## config.mk

```make
export PLATFORM = sky130hd
export DESIGN_NAME = hdmi_island_scheduler_flat
export DESIGN_NICKNAME = d
export VERILOG_FILES = /design/src/rtl/hdmi_island_scheduler_pkg.sv /design/src/rtl/hdmi_island_scheduler_if.sv /design/src/rtl/hdmi_island_scheduler_prio_pick.sv /design/src/rtl/hdmi_island_scheduler.sv /design/src/flat_wrapper.sv
export SDC_FILE = /design/constraint.sdc
export NUM_CORES = 1
export LEC_CHECK = 0
export CORE_MARGIN = 10
export CORE_UTILIZATION = 35
export DETAILED_ROUTE_END_ITERATION = 10
export GPL_TIMING_DRIVEN = 0
export PLACE_DENSITY = 0.62
export SYNTH_ARGS = -nofsm -noshare
export SYNTH_HDL_FRONTEND = slang
export SYNTH_SLANG_ARGS = --single-unit
```

## constraint.sdc

```tcl
create_clock -name clk -period 3.65 [get_ports clk]
set_clock_uncertainty 0.1 [all_clocks]
set_input_delay 0.73 -clock clk [delete_from_list [all_inputs] [get_ports clk]]
set_output_delay 0.73 -clock clk [all_outputs]
set_load 0.1 [all_outputs]
```

## src/rtl/hdmi_island_scheduler_pkg.sv

```systemverilog
// Shared constants, encodings and sizing helper for the HDMI data-island scheduler.
package hdmi_island_scheduler_pkg;

    localparam int PREAMBLE_LEN    = 8;
    localparam int GUARD_LEN       = 2;
    localparam int PKT_LEN         = 32;
    localparam int MAX_ISLAND_PKTS = 18;

    typedef enum logic [1:0] {
        SEL_ACR   = 2'd0,
        SEL_AUDIO = 2'd1,
        SEL_AVI   = 2'd2,
        SEL_AIF   = 2'd3
    } pkt_sel_e;

    typedef enum logic [2:0] {
        ST_IDLE   = 3'd0,
        ST_PRE    = 3'd1,
        ST_LGUARD = 3'd2,
        ST_PKT    = 3'd3,
        ST_TGUARD = 3'd4
    } island_state_e;

    // Packet slots that fit between the island start and the end of the line,
    // keeping 10 pixels of control period and 12 pixels of island framing.
    function automatic int calc_max_pkts(input int framewidth, input int width_max,
                                         input int start_offs);
        int room;
        room = (width_max - 10 - (framewidth + start_offs) - 12) / PKT_LEN;
        if (room > MAX_ISLAND_PKTS) begin
            return MAX_ISLAND_PKTS;
        end else if (room < 0) begin
            return 0;
        end else begin
            return room;
        end
    endfunction

    localparam int MAX_PKTS_1080P = calc_max_pkts(1920, 2200, 4);
    localparam int MAX_PKTS_720P  = calc_max_pkts(1280, 1650, 4);

endpackage

```

## src/rtl/hdmi_island_scheduler_if.sv

```systemverilog
// Timing-counter inputs and island phase/grant outputs of the island scheduler.
interface hdmi_island_scheduler_if;
    logic [11:0] hCnt;
    logic [10:0] vCnt;
    logic        acr_tick;
    logic [4:0]  audio_cnt;
    logic        island_active;
    logic        preamble;
    logic        guard;
    logic        pkt_valid;
    logic        pkt_start;
    logic [1:0]  pkt_sel;
    logic [4:0]  pkt_idx;
    logic [3:0]  grant;
    logic        info_miss;

    modport master (
        output hCnt, vCnt, acr_tick, audio_cnt,
        input  island_active, preamble, guard, pkt_valid, pkt_start,
               pkt_sel, pkt_idx, grant, info_miss
    );

    modport slave (
        input  hCnt, vCnt, acr_tick, audio_cnt,
        output island_active, preamble, guard, pkt_valid, pkt_start,
               pkt_sel, pkt_idx, grant, info_miss
    );
endinterface

```

## src/rtl/hdmi_island_scheduler_prio_pick.sv

```systemverilog
// Combinational slot-owner picker; priority order depends on active vs blanking line.
module hdmi_pkt_prio_pick
    import hdmi_island_scheduler_pkg::*;
(
    input  logic [3:0] pend,
    input  logic       audio_ok,
    input  logic       blank,
    output logic [3:0] grant,
    output pkt_sel_e   sel,
    output logic       any
);

    logic [3:0] elig_s;

    // Active lines favour audio after ACR; blanking lines push audio to last.
    always_comb begin
        elig_s = {pend[3], pend[2], pend[1] & audio_ok, pend[0]};
        grant  = 4'b0000;
        sel    = SEL_ACR;
        if (elig_s[0]) begin
            grant = 4'b0001;
            sel   = SEL_ACR;
        end else if (!blank && elig_s[1]) begin
            grant = 4'b0010;
            sel   = SEL_AUDIO;
        end else if (elig_s[2]) begin
            grant = 4'b0100;
            sel   = SEL_AVI;
        end else if (elig_s[3]) begin
            grant = 4'b1000;
            sel   = SEL_AIF;
        end else if (elig_s[1]) begin
            grant = 4'b0010;
            sel   = SEL_AUDIO;
        end else begin
            grant = 4'b0000;
            sel   = SEL_ACR;
        end
        any = (elig_s != 4'b0000);
    end

endmodule

```

## src/rtl/hdmi_island_scheduler.sv

```systemverilog
// Places one data island in each horizontal blanking interval and hands its packet
// slots to ACR, audio, AVI and audio InfoFrame sources by priority.
module hdmi_island_scheduler
    import hdmi_island_scheduler_pkg::*;
#(
    parameter int FRAMEWIDTH  = 1920,
    parameter int FRAMEHEIGHT = 1080,
    parameter int WIDTH_MAX   = 2200,
    parameter int START_OFFS  = 4
) (
    input logic                    clk,
    input logic                    rst_n,
    hdmi_island_scheduler_if.slave bus
);

    localparam int          MAX_PKTS   = calc_max_pkts(FRAMEWIDTH, WIDTH_MAX, START_OFFS);
    localparam logic [5:0]  MAX_PKTS_W = 6'(MAX_PKTS);
    localparam logic [11:0] DECIDE_H   = 12'(FRAMEWIDTH + START_OFFS - 1);
    localparam logic [10:0] BLANK_V    = 11'(FRAMEHEIGHT);
    localparam logic [4:0]  PRE_LAST   = 5'(PREAMBLE_LEN - 1);
    localparam logic [4:0]  GUARD_LAST = 5'(GUARD_LEN - 1);
    localparam logic [4:0]  PKT_LAST   = 5'(PKT_LEN - 1);

    island_state_e state_r;
    logic [4:0]    cnt_r;
    logic [4:0]    slots_left_r;
    logic [4:0]    audio_left_r;
    logic          acr_pend_r;
    logic          avi_pend_r;
    logic          aif_pend_r;
    logic          info_miss_r;
    logic          island_active_r;
    logic          preamble_r;
    logic          guard_r;
    logic          pkt_valid_r;
    logic          pkt_start_r;
    logic [1:0]    pkt_sel_r;
    logic [4:0]    pkt_idx_r;
    logic [3:0]    grant_r;

    logic [5:0]    pend_sum_s;
    logic [5:0]    n_s;
    logic [4:0]    audio_n_s;
    logic          wrap_s;
    logic          decide_s;
    logic          blank_s;
    logic          frame_start_s;
    logic          slot_end_s;
    logic          slot_go_s;
    logic          take_slot_s;
    logic [3:0]    pick_grant_s;
    pkt_sel_e      pick_sel_s;
    logic          pick_any_s;

    // Slot budget for the upcoming island and per-cycle event decode.
    always_comb begin
        pend_sum_s    = {5'd0, acr_pend_r} + {5'd0, avi_pend_r} + {5'd0, aif_pend_r}
                      + {1'b0, bus.audio_cnt};
        n_s           = (pend_sum_s > MAX_PKTS_W) ? MAX_PKTS_W : pend_sum_s;
        audio_n_s     = (bus.audio_cnt > n_s[4:0]) ? n_s[4:0] : bus.audio_cnt;
        wrap_s        = (bus.hCnt == 12'd0);
        decide_s      = (bus.hCnt == DECIDE_H);
        blank_s       = (bus.vCnt >= BLANK_V);
        frame_start_s = wrap_s && (bus.vCnt == 11'd0);
        slot_end_s    = ((state_r == ST_LGUARD) && (cnt_r == GUARD_LAST))
                     || ((state_r == ST_PKT) && (cnt_r == PKT_LAST));
        slot_go_s     = !wrap_s && slot_end_s
                     && ((state_r == ST_LGUARD) || (slots_left_r != 5'd0));
        take_slot_s   = slot_go_s && pick_any_s;
    end

    hdmi_pkt_prio_pick u_pick (
        .pend     ({aif_pend_r, avi_pend_r, (bus.audio_cnt != 5'd0), acr_pend_r}),
        .audio_ok (audio_left_r != 5'd0),
        .blank    (blank_s),
        .grant    (pick_grant_s),
        .sel      (pick_sel_s),
        .any      (pick_any_s)
    );

    // Pending flags; a fresh ACR tick wins over the grant that would clear it.
    always_ff @(posedge clk or negedge rst_n) begin
        if (!rst_n) begin
            acr_pend_r  <= 1'b0;
            avi_pend_r  <= 1'b1;
            aif_pend_r  <= 1'b1;
            info_miss_r <= 1'b0;
        end else begin
            if (bus.acr_tick) begin
                acr_pend_r <= 1'b1;
            end else if (take_slot_s && pick_grant_s[0]) begin
                acr_pend_r <= 1'b0;
            end else begin
                acr_pend_r <= acr_pend_r;
            end
            if (frame_start_s) begin
                info_miss_r <= info_miss_r | avi_pend_r | aif_pend_r;
                avi_pend_r  <= 1'b1;
                aif_pend_r  <= 1'b1;
            end else begin
                info_miss_r <= info_miss_r;
                avi_pend_r  <= avi_pend_r & ~(take_slot_s & pick_grant_s[2]);
                aif_pend_r  <= aif_pend_r & ~(take_slot_s & pick_grant_s[3]);
            end
        end
    end

    // Island FSM; outputs are set from the transition so they lag hCnt by one cycle.
    always_ff @(posedge clk or negedge rst_n) begin
        if (!rst_n) begin
            state_r         <= ST_IDLE;
            cnt_r           <= 5'd0;
            slots_left_r    <= 5'd0;
            audio_left_r    <= 5'd0;
            island_active_r <= 1'b0;
            preamble_r      <= 1'b0;
            guard_r         <= 1'b0;
            pkt_valid_r     <= 1'b0;
            pkt_start_r     <= 1'b0;
            pkt_sel_r       <= 2'd0;
            pkt_idx_r       <= 5'd0;
            grant_r         <= 4'b0000;
        end else begin
            pkt_start_r <= 1'b0;
            grant_r     <= 4'b0000;
            if (wrap_s) begin
                // An island still open at line wrap is abandoned.
                state_r         <= ST_IDLE;
                cnt_r           <= 5'd0;
                island_active_r <= 1'b0;
                preamble_r      <= 1'b0;
                guard_r         <= 1'b0;
                pkt_valid_r     <= 1'b0;
                pkt_idx_r       <= 5'd0;
            end else begin
                case (state_r)
                    ST_IDLE: begin
                        if (decide_s && (n_s != 6'd0)) begin
                            state_r         <= ST_PRE;
                            cnt_r           <= 5'd0;
                            slots_left_r    <= n_s[4:0];
                            audio_left_r    <= audio_n_s;
                            island_active_r <= 1'b1;
                            preamble_r      <= 1'b1;
                        end else begin
                            island_active_r <= 1'b0;
                            preamble_r      <= 1'b0;
                        end
                        guard_r     <= 1'b0;
                        pkt_valid_r <= 1'b0;
                        pkt_idx_r   <= 5'd0;
                    end
                    ST_PRE: begin
                        if (cnt_r == PRE_LAST) begin
                            state_r    <= ST_LGUARD;
                            cnt_r      <= 5'd0;
                            preamble_r <= 1'b0;
                            guard_r    <= 1'b1;
                        end else begin
                            cnt_r <= cnt_r + 5'd1;
                        end
                    end
                    ST_LGUARD, ST_PKT: begin
                        if (take_slot_s) begin
                            state_r      <= ST_PKT;
                            cnt_r        <= 5'd0;
                            guard_r      <= 1'b0;
                            pkt_valid_r  <= 1'b1;
                            pkt_start_r  <= 1'b1;
                            pkt_idx_r    <= 5'd0;
                            pkt_sel_r    <= pick_sel_s;
                            grant_r      <= pick_grant_s;
                            slots_left_r <= slots_left_r - 5'd1;
                            if (pick_grant_s[1]) begin
                                audio_left_r <= audio_left_r - 5'd1;
                            end else begin
                                audio_left_r <= audio_left_r;
                            end
                        end else if (slot_end_s) begin
                            state_r     <= ST_TGUARD;
                            cnt_r       <= 5'd0;
                            guard_r     <= 1'b1;
                            pkt_valid_r <= 1'b0;
                            pkt_idx_r   <= 5'd0;
                        end else begin
                            cnt_r <= cnt_r + 5'd1;
                            if (state_r == ST_PKT) begin
                                pkt_idx_r <= cnt_r + 5'd1;
                            end else begin
                                pkt_idx_r <= 5'd0;
                            end
                        end
                    end
                    ST_TGUARD: begin
                        if (cnt_r == GUARD_LAST) begin
                            state_r         <= ST_IDLE;
                            cnt_r           <= 5'd0;
                            guard_r         <= 1'b0;
                            island_active_r <= 1'b0;
                        end else begin
                            cnt_r <= cnt_r + 5'd1;
                        end
                    end
                    default: begin
                        state_r         <= ST_IDLE;
                        cnt_r           <= 5'd0;
                        island_active_r <= 1'b0;
                        preamble_r      <= 1'b0;
                        guard_r         <= 1'b0;
                        pkt_valid_r     <= 1'b0;
                        pkt_idx_r       <= 5'd0;
                    end
                endcase
            end
        end
    end

    assign bus.island_active = island_active_r;
    assign bus.preamble      = preamble_r;
    assign bus.guard         = guard_r;
    assign bus.pkt_valid     = pkt_valid_r;
    assign bus.pkt_start     = pkt_start_r;
    assign bus.pkt_sel       = pkt_sel_r;
    assign bus.pkt_idx       = pkt_idx_r;
    assign bus.grant         = grant_r;
    assign bus.info_miss     = info_miss_r;

endmodule
```

## src/flat_wrapper.sv

```systemverilog
// flat-port wrapper written by rule: the top's interface ports become plain ports
module hdmi_island_scheduler_flat import hdmi_island_scheduler_pkg::*;
#(
    parameter int FRAMEWIDTH  = 1920,
    parameter int FRAMEHEIGHT = 1080,
    parameter int WIDTH_MAX   = 2200,
    parameter int START_OFFS  = 4
)
  (clk, rst_n, bus_hCnt, bus_vCnt, bus_acr_tick, bus_audio_cnt, bus_island_active, bus_preamble, bus_guard, bus_pkt_valid, bus_pkt_start, bus_pkt_sel, bus_pkt_idx, bus_grant, bus_info_miss);
  hdmi_island_scheduler_if bus_i ();
  input logic clk;
  input logic rst_n;
  input wire logic [$bits(bus_i.hCnt)-1:0] bus_hCnt;
  input wire logic [$bits(bus_i.vCnt)-1:0] bus_vCnt;
  input wire logic [$bits(bus_i.acr_tick)-1:0] bus_acr_tick;
  input wire logic [$bits(bus_i.audio_cnt)-1:0] bus_audio_cnt;
  output wire logic [$bits(bus_i.island_active)-1:0] bus_island_active;
  output wire logic [$bits(bus_i.preamble)-1:0] bus_preamble;
  output wire logic [$bits(bus_i.guard)-1:0] bus_guard;
  output wire logic [$bits(bus_i.pkt_valid)-1:0] bus_pkt_valid;
  output wire logic [$bits(bus_i.pkt_start)-1:0] bus_pkt_start;
  output wire logic [$bits(bus_i.pkt_sel)-1:0] bus_pkt_sel;
  output wire logic [$bits(bus_i.pkt_idx)-1:0] bus_pkt_idx;
  output wire logic [$bits(bus_i.grant)-1:0] bus_grant;
  output wire logic [$bits(bus_i.info_miss)-1:0] bus_info_miss;
  assign bus_i.hCnt = bus_hCnt;
  assign bus_i.vCnt = bus_vCnt;
  assign bus_i.acr_tick = bus_acr_tick;
  assign bus_i.audio_cnt = bus_audio_cnt;
  assign bus_island_active = bus_i.island_active;
  assign bus_preamble = bus_i.preamble;
  assign bus_guard = bus_i.guard;
  assign bus_pkt_valid = bus_i.pkt_valid;
  assign bus_pkt_start = bus_i.pkt_start;
  assign bus_pkt_sel = bus_i.pkt_sel;
  assign bus_pkt_idx = bus_i.pkt_idx;
  assign bus_grant = bus_i.grant;
  assign bus_info_miss = bus_i.info_miss;
  hdmi_island_scheduler #(.FRAMEWIDTH(FRAMEWIDTH), .FRAMEHEIGHT(FRAMEHEIGHT), .WIDTH_MAX(WIDTH_MAX), .START_OFFS(START_OFFS)) u_core (.clk(clk), .rst_n(rst_n), .bus(bus_i));
endmodule
```

Yosys cells after proc, flatten, opt, wreduce, memory -nomap -nowiden:

Index checks and enable logic that the tools add are counted.
W data, S select, Z words.

* register bits: 38
* input bits: 31
* output and inout bits: 17
* logic and storage cells: 152

* add/sub/neg operators: 6
* $lt $le $gt $ge: 3
* eq/ne operators: 18
* muxes and demuxes: 64
* bitwise operators: 10
* reduce and logical (&&, ||, !) cells: 35

Operator list (count)
* $mux W5: 16
* $pmux W5 S2: 3
* $mux W4: 7
* $mux W1: 20
* $pmux W5 S4: 1
* $mux W3: 6
* $reduce_bool A5 Y1: 3
* $eq A12 B11 Y1 const B: 1
* $logic_not A12 Y1: 1
* $ne A2 B1 Y1 const B: 6
* $pmux W3 S4: 1
* $ge A11 B11 Y1 const B: 1
* $logic_not A11 Y1: 1
* $mux W2: 5
* $sub A5 B1 Y5 const B: 2
* $logic_and A1 B1 Y1: 9
* $ne A3 B1 Y1 const B: 3
* $pmux W1 S3: 3
* $reduce_and A4 Y1: 2
* $add A6 B1 Y6: 1
* $add A6 B5 Y6: 1
* $eq A3 B2 Y1 const B: 2
* $gt A6 B3 Y1 const B: 1
* $mux W6: 1
* other kinds (24): 39

Logic depth before layout (Yosys ltp):

Gate-level depths: netlist of the first run.

* depth in word-level cells: 11
* depth in mapped cells: 14

By module:

From an unflattened synthesis of the first run, not the netlist that was laid out.

* cells, all modules: 284
* area, all modules: 2509.9 µm²

Modules (own cells, without submodules)
* hdmi_island_scheduler: times used 1, cells an instance 270, area each 2414.8 µm², sequential area each 953.4 µm²
* hdmi_pkt_prio_pick: times used 1, cells an instance 14, area each 95.1 µm², sequential area each 0.0 µm²

Worst setup path before layout of the first run:

OpenSTA, ideal clock, no wires.

* path type: input to register
* start: in bus_audio_cnt[0]
* end: reg u_core.audio_left_r[0]
* arrival time: 3.057 ns
* setup slack: 0.352 ns
* cell stages on the path: 13
* cells stage by stage: inv_1 > fa_1 > fa_1 > nor2b_1 > a21oi_1 > nor2b_1 > ha_1 > and3_1 > nand2_1 > a21oi_1 > a2bb2oi_2 > mux2i_1 > a31oi_1

* longest elaborated chain between the ends: 9
* elaborated cells between the ends (all ways): 23
* those cells by class: 1 x add/sub; 2 x order compare; 3 x eq/ne; 9 x mux; 1 x bitwise; 7 x reduce/logical

RTL lines
* start, declared: line flat_wrapper.sv:16 `input wire logic [$bits(bus_i.audio_cnt)-1:0] bus_audio_cnt;`
* branches (longest 9 deep; another with $add A6 B5 Y6)
* end signal, assigned: line hdmi_island_scheduler.sv:142 `audio_left_r <= audio_n_s;`
* end signal, assigned: line hdmi_island_scheduler.sv:175 `audio_left_r <= audio_left_r - 5'd1;`
* end signal, assigned: line hdmi_island_scheduler.sv:177 `audio_left_r <= audio_left_r;`
* end, declared: line hdmi_island_scheduler.sv:27 `logic [4:0] audio_left_r;`

Several ways; the timed one is not identified. The select of a mux whose other input is x is not followed.
A chain may end at the register's enable or synchronous reset.

Worst setup path after layout of the first run:

* start: in bus_audio_cnt[1]
* end: reg u_core.audio_left_r[0]

Same word-level chain as after synthesis.

==> impl_results.md, run 1 <==
- Core Box Area: between 0.006 and 0.007 mm^2
- Top-count cell post-synth: dfrtp_1
- Multiplexer area fraction after synthesis: 1.25%
- Adder-cell share of the synthesized area: under 10%
- Synth unique cells: between 60 and 70
- DR vias: ~2,200
- Max rail drop VDD: roughly 0.00042 V
- Met2 usage: between 10% and 20%
- Synth Instances: between 200 and 300
- Crit path time final: ~3.5 ns
- Crit-path cells: clkdlybuf4s50_1 -> ha_1 -> nor2b_1 -> o211ai_1 -> nand3_1 -> ha_1 -> nor2_1 -> maj3_1 -> a2bb2oi_2 -> mux2i_1 -> a31oi_1
- Setup crit start: bus_audio_cnt[1]
- Run status: finished, final reports clean
- Slew headroom: between 30 and 40%
- Main combinational cell family by area after synthesis: simple AND/OR/NAND/NOR gates
- Synth area leader: dfrtp_1
- Hold path start: u_core.bus.info_miss
- Fin area: roughly 0.0032 mm^2
- Post-DP Area: 0.00309 mm^2
- Port Buffer Count: 47
- Synth top cells by count: dfrtp_1, nand2_1, o21ai_0
- Share of the synthesized area in the top cell type: between 30 and 40%
- Area growth, synth to finish: 27.9%
- Depth of the CTS H-tree: 2
- Synth Cell Area: 0.00250 mm^2
- Synth Area in Simple Gates: 24.9%
- Unrepaired setup endpoints after global routing: no
- Critical Path Sink Type: flip-flop
- Yosys reg bits: 38
- Most used routing layer: met2
- Routed WL: 6.28 mm
- Placer Congestion: roughly 0.83
- Number of global-route vias before repair: between 2,000 and 2,500
- GR Layer Usage met3: 3.16%
- WP data required: between 3 and 4 ns
- Fraction of registers with async set/reset: 100%
- First-pass GRT wire length: roughly 11 mm
- Initial Util: approximately 36%
- Max-Cap Viols: 0
- Leak Pwr: between 0.001 and 0.0015 uW
- Setup CP Type: in -> reg
- Row count: 30
- Syn_area_per_cell: 8.86 um^2
- Compound-cell area share of the yosys netlist: between 20% and 30%
- Worst EP arrival: 3.51 ns
- DRT Pass-1 Iters: 4
- Share of cells above drive strength 1: 11.2%
- XOR/XNOR share of the synthesized area: under 10%
- Crit-path max FO: 5
- Final Hold Viols: 0
- Vias/cell: ~5
- Synth top area cells: dfrtp_1, ha_1, o21ai_0
- CTS clk-pin slew, worst paths: around 0.08 ns
- Max incr delay on CP: 0.47 ns
- Endpoints failing setup: 0
- Post-synth EDFFs: 0
- Antenna violations before repair: 0
- Die H: about 100 um
- WP buf/inv: 1
- Worst Hold Class: reg -> reg
- CP max stage cell: clkdlybuf4s50_1
- Critical R2R Launch: u_core.acr_pend_r
- DRC: 0
- Die area: about 0.011 mm^2
- Sequential area share after synthesis: between 30% and 40%
- Routed len/inst: 14.5 um
- Part of the cycle the worst path needs: about 95%
- Setup crit start kind: input port
- Number of buffers created by CTS: 5
- Synth Warn #: 0
- Largest net degree at the start of global routing: 39
- Ant. Diodes: 0
- Worst Tran Pin Value: about 0.99 ns
- Cell with the most instances on the worst path: ha_1
- Pwr Density: between 600 and 700 mW/mm^2
- Ports: 48
- Final slew viol count: 0
- Delay-heaviest family, CP: adder cells
- DR iter-0 viols: slightly above 90
- Clock root cell: clkbuf_8
- NumNets Final: 383
- Ys flop type: dfrtp_1
- Clock latency on the worst-skew pair: 0.30 ns
- Met1 usage: roughly 15%
- Hold_ws: about 0.37 ns
- Max Buffers Root-to-Sink: 2
- Congestion Overflow GR: 0
- Clock sink count: 38
- FMAX: between 0.2 and 0.3 GHz
- Post-DRT Antenna Nets: 0
- Die W: between 100 and 150 um
- Total GRT Usage: about an eighth
- Post-DP HPWL: 4.84 mm
- TritonCTS clock tree: yes
[cell families (layout without fill, tap and decap cells)]
family          Yosys count  after routing
simple gates            113            113
compound gates           79             79
flops                    38             38
buf+inv                  29             84
fa+ha+maj                16             16
xor+xnor                  3              3
mux                       3              3
other cells               1              2
[state kept, by name (all words and copies together), names as in the netlist]
register	flops
u_core.cnt_r	5
u_core.acr_pend_r	1
u_core.bus.pkt_valid	1
u_core.avi_pend_r	1
u_core.state_r	3
u_core.bus.grant	4
u_core.bus.info_miss	1
u_core.aif_pend_r	1
u_core.audio_left_r	5
u_core.bus.guard	1
u_core.bus.island_active	1
u_core.slots_left_r	5
u_core.bus.pkt_start	1
u_core.bus.pkt_sel	2
u_core.bus.preamble	1
u_core.bus.pkt_idx	5
[path summary, 6_finish.rpt]
check                                         end  slack, ns  cells after the start
min                          u_core.bus.info_miss       0.37                      1
max reg2reg                u_core.audio_left_r[0]       0.25                     14
max                        u_core.audio_left_r[0]       0.20                     11
max in group asynchronous   u_core.bus.pkt_sel[0]       2.48                      1
min in group asynchronous        u_core.bus.guard       0.43                      1
min reg2reg                  u_core.bus.info_miss       0.37                      1
[routing by layer]
metal	wire length, um	vias to the layer above
met3	282	8
met1	3040	1062
met2	2890	46
met4	68	0
li1	-	1118
met5	0	-
[what timing repair did]
action	CTS	global route
gates resized for setup	5	1
hold buffers	0	0
setup endpoints to repair	11	1
endpoints found under the hold margin	0	0
pin swaps	0	0
buffers inserted	0	0
[cells in the final DEF (no fill, tap or decap), types with 2 or more instances in the layout]
master / Yosys / final
nand3_1: 11 / 11
a31oi_1: 6 / 6
fa_2: 0 / 2
o22ai_1: 3 / 3
clkdlybuf4s50_1: 0 / 45
ha_1: 13 / 13
a21oi_1: 17 / 17
buf_2: 2 / 3
o211ai_1: 3 / 3
conb_1: 1 / 2
inv_1: 19 / 18
xnor2_1: 2 / 2
or3_1: 4 / 4
o21ai_1: 6 / 6
or4_1: 2 / 2
nor3_2: 2 / 2
o21ai_0: 22 / 22
nor3_1: 6 / 6
o21bai_1: 2 / 2
nor2_2: 2 / 2
nand4_1: 3 / 3
dfstp_2: 2 / 2
nand2_1: 29 / 29
nand2b_1: 7 / 7
nor3b_1: 2 / 2
a21o_1: 4 / 4
nor2_1: 21 / 21
nor2b_1: 5 / 5
clkbuf_8: 0 / 6
mux2i_1: 2 / 2
clkbuf_1: 5 / 5
or2_2: 2 / 2
and3_1: 4 / 3
dfrtp_1: 36 / 36
nor4_1: 5 / 5
[per-stage QoR]
stage	setup slack (ns)	setup TNS (ns)	utilization (%)	total power (uW)	std cells
finish	0.197	0	46.5	2090	434
global route	0.00378	0	46.5	2260	434
CTS	0.229	0	46.5	2100	434
detailed placement	-0.475	-5.99	45.0	1770	426
global placement	-0.438	-5.87	45.0	1760	426
floorplan	0.352	0	-	1490	283
[report_power, final]
group | leakage [uW] | switching, uW | internal (uW)
combinational | 0.000824 | 716 | 403
clock | 0.0000472 | 170 | 152
sequential | 0.000489 | 109 | 539
[layout make-up]
| type | count | area [um^2] |
|---|---|---|
| buffer | 10 | 51.3 |
| clock buffer | 6 | 82.6 |
| clock inverter | 2 | 12.5 |
| fill | 674 | 3670 |
| inverter | 19 | 71.3 |
| multi-input combinational | 216 | 1440 |
| sequential | 38 | 953 |
| tap | 96 | 120 |
| timing repair buffer | 47 | 464 |
(Power assumes the default switching activity.)
==> run 2: changes to the inputs <==
--- a/config.mk
+++ b/config.mk
@@ -5,6 +5,7 @@
 export SDC_FILE = /design/constraint.sdc
 export NUM_CORES = 1
 export LEC_CHECK = 0
+export CAP_MARGIN = 25
 export CORE_MARGIN = 10
 export CORE_UTILIZATION = 35
 export DETAILED_ROUTE_END_ITERATION = 10
==> constraint.sdc (replaced) <==
create_clock -name clk -period 4.3 [get_ports clk]
set_clock_uncertainty 0.1 [all_clocks]
set_input_delay 0.86 -clock clk [delete_from_list [all_inputs] [get_ports clk]]
set_output_delay 0.86 -clock clk [all_outputs]
set_load 0.1 [all_outputs]
==> impl_results.md, run 2 (synthesis gave the netlist of run 1 again) <==
- Setup Fix Bufs, Post-CTS: 0 (unchanged)
- Run status: finished, final reports clean
- Reg2reg setup slack: 0.74 ns (+0.49 ns)
- Unrepaired setup endpoints after global routing: no
- Setup ws final: 0.321 ns (+0.124 ns)
- Endpoints failing setup: 0 (unchanged)
- Setup crit start kind: input port
- Cts hold-fix bufs: 0 (unchanged)
- Routed len/inst: 14.5 um (about the same)
- Area occupied by multi-input gates: 0.00143 mm^2 (-0.96%)
- Leak Pwr: 0.00136 uW (+0.13%)
- Final Hold Viols: 0 (unchanged)
- Post-DP Area: 0.00309 mm^2 (unchanged)
- Number of global-route vias before repair: 2,277 (-0.48%)
- Worst Tran Pin Value: 0.995 ns (-0.0000449 ns)
- Clock latency on the worst-skew pair: 0.30 ns (about the same)
- Post-DP HPWL: 4.84 mm (unchanged)
- Number of buffers created by CTS: 5 (unchanged)
- Worst EP arrival: 4.04 ns (+0.53 ns)
- DRT Pass-1 Iters: 4 (unchanged)
- Slew headroom: 33.5% (about the same)
- Congestion Overflow GR: 0 (unchanged)
- Crit-path cells: clkdlybuf4s50_1 -> inv_1 -> fa_1 -> fa_1 -> nor2b_1 -> a21oi_1 -> nor2b_1 -> ha_1 -> and3_1 -> nand2_1 -> a21oi_1 -> a2bb2oi_2 -> mux2i_1 -> a31oi_1
- Commonest non-fill, non-tap cell in the layout: clkdlybuf4s50_1
- Post-DRT Antenna Nets: 0 (unchanged)
- Critical R2R Launch: u_core.acr_pend_r
- Clock sink count: 38 (unchanged)
- Most frequent cells in the layout: clkdlybuf4s50_1, dfrtp_1, nand2_1, o21ai_0, nor2_1
- Placer Congestion: 0.832 (unchanged)
- Die area: 0.0109 mm^2 (unchanged)
- Fin area: 0.00318 mm^2 (-0.39%)
- CTS clk-pin slew, worst paths: 0.08 ns (about the same)
- Critical Path Sink Type: flip-flop
- Crit path time final: between 3 and 4 ns
- Hold_ws: 0.367 ns (-0.000128 ns)
- Setup crit start: bus_audio_cnt[0]
- Flip-flop and latch area: 953 um^2 (unchanged)
- Max rail drop VDD: 0.000358 V (-15%)
- Clock root cell: clkbuf_8
- Delay-heaviest family, CP: adder cells
- WP buf/inv: 2 (+1)
- DRC: 0 (unchanged)
- Antenna violations before repair: 0 (unchanged)
- Setup CP Type: in -> reg
- Area growth, synth to finish: 27.4%
- Crit-path max FO: 5 (unchanged)
- Vias/cell: 5.18 (+0.72%)
- WP data required: 4.36 ns (+0.65 ns)
- Depth of the CTS H-tree: 2 (unchanged)
- Cells resized by post-CTS repair: 0 (-5)
- Core Box Area: 0.00687 mm^2 (unchanged)
- DR iter-0 viols: 98 (+7.7%)
- Die H: 104 um (unchanged)
- Ports: 48 (unchanged)
- # fillers: 679 (+0.74%)
- Ant. Diodes: 0 (unchanged)
- Routed WL: 6.29 mm (about the same)
- Max Buffers Root-to-Sink: 2 (unchanged)
- CP max stage cell: clkdlybuf4s50_1
- Row count: 30 (unchanged)
- Hold path start: u_core.bus.info_miss
- Share of cells above drive strength 1: 9.76% (-1.5 points)
- Setup TNS: 0 ns (unchanged)
- Max incr delay on CP: 0.52 ns (+0.05 ns)
- Total GRT Usage: 11.6% (-0.038 points)
- Max-Cap Viols: 0 (unchanged)
- Initial Util: 36.4% (unchanged)
- Port Buffer Count: 47 (unchanged)
- TritonCTS clock tree: yes
- Pwr Density: 556 mW/mm^2 (-15%)
- DP Worst Slack: 0.0446 ns (+0.520 ns)
- Final slew viol count: 0 (unchanged)
- NumNets Final: 383 (unchanged)
- DR vias: 2,250 (+0.72%)
- First-pass GRT wire length: 10.8 mm (-0.38%)
- FMAX: roughly 0.25 GHz
- Part of the cycle the worst path needs: just over 90%
- Largest net degree at the start of global routing: 39 (unchanged)
- Die W: 104 um (unchanged)
- Worst Hold Class: reg -> reg
run 2: changes by cell type in the layout (fill, tap and decap cells not counted), sizes merged:
cell,previous run,this run
dlygate4sd2,1,0
clkdlybuf4s50,45,46
run 2: worst paths after layout:
| check | endpoint | cells after the start |
|---|---|---|
| min in group asynchronous | u_core.bus.guard | 1 |
| hold reg to reg | u_core.bus.info_miss | 1 |
| setup reg to reg | u_core.audio_left_r[0] | 14 |
| hold / removal | u_core.bus.info_miss | 1 |
| setup / recovery | u_core.audio_left_r[0] | 14 |
| max in group asynchronous | u_core.slots_left_r[1] | 1 |
run 2: report_power, final:
group,internal [uW],switching [uW],total (uW)
sequential,457,91.6,549
combinational,339,609,948
clock,129,142,271
run 2: layer usage:
| metal | up-vias | part of all wire, % | track usage [%] |
|---|---|---|---|
| li1 | 1118 | - | - |
| met1 | 1068 | 48 | 15.1 |
| met2 | 54 | 46 | 18.2 |
| met3 | 10 | 4.9 | 3.16 |
| met4 | 0 | 1.2 | 3.38 |
| met5 | - | 0 | 0 |
run 2: stage by stage:
| stage | utilization (%) | total power (uW) | std cells |
|---|---|---|---|
| 3_5_place_dp | 45.0 | 1500 | 426 |
| 3_3_place_gp | 45.0 | 1500 | 426 |
| 4_1_cts | 46.3 | 1780 | 434 |
| 6_report | 46.3 | 1770 | 434 |
| 2_1_floorplan | - | 1270 | 283 |
| 5_1_grt | 46.3 | 1920 | 434 |
run 2: layout make-up:
class                   count  area share, %
repair buffers             47           14.6
well taps                  96           3.77
flip-flops and latches     38           30.0
multi-input cells         216           44.8
plain buffers              10           1.61
inverters                  19           2.24
clock inverters             2          0.393
clock buffers               6           2.59
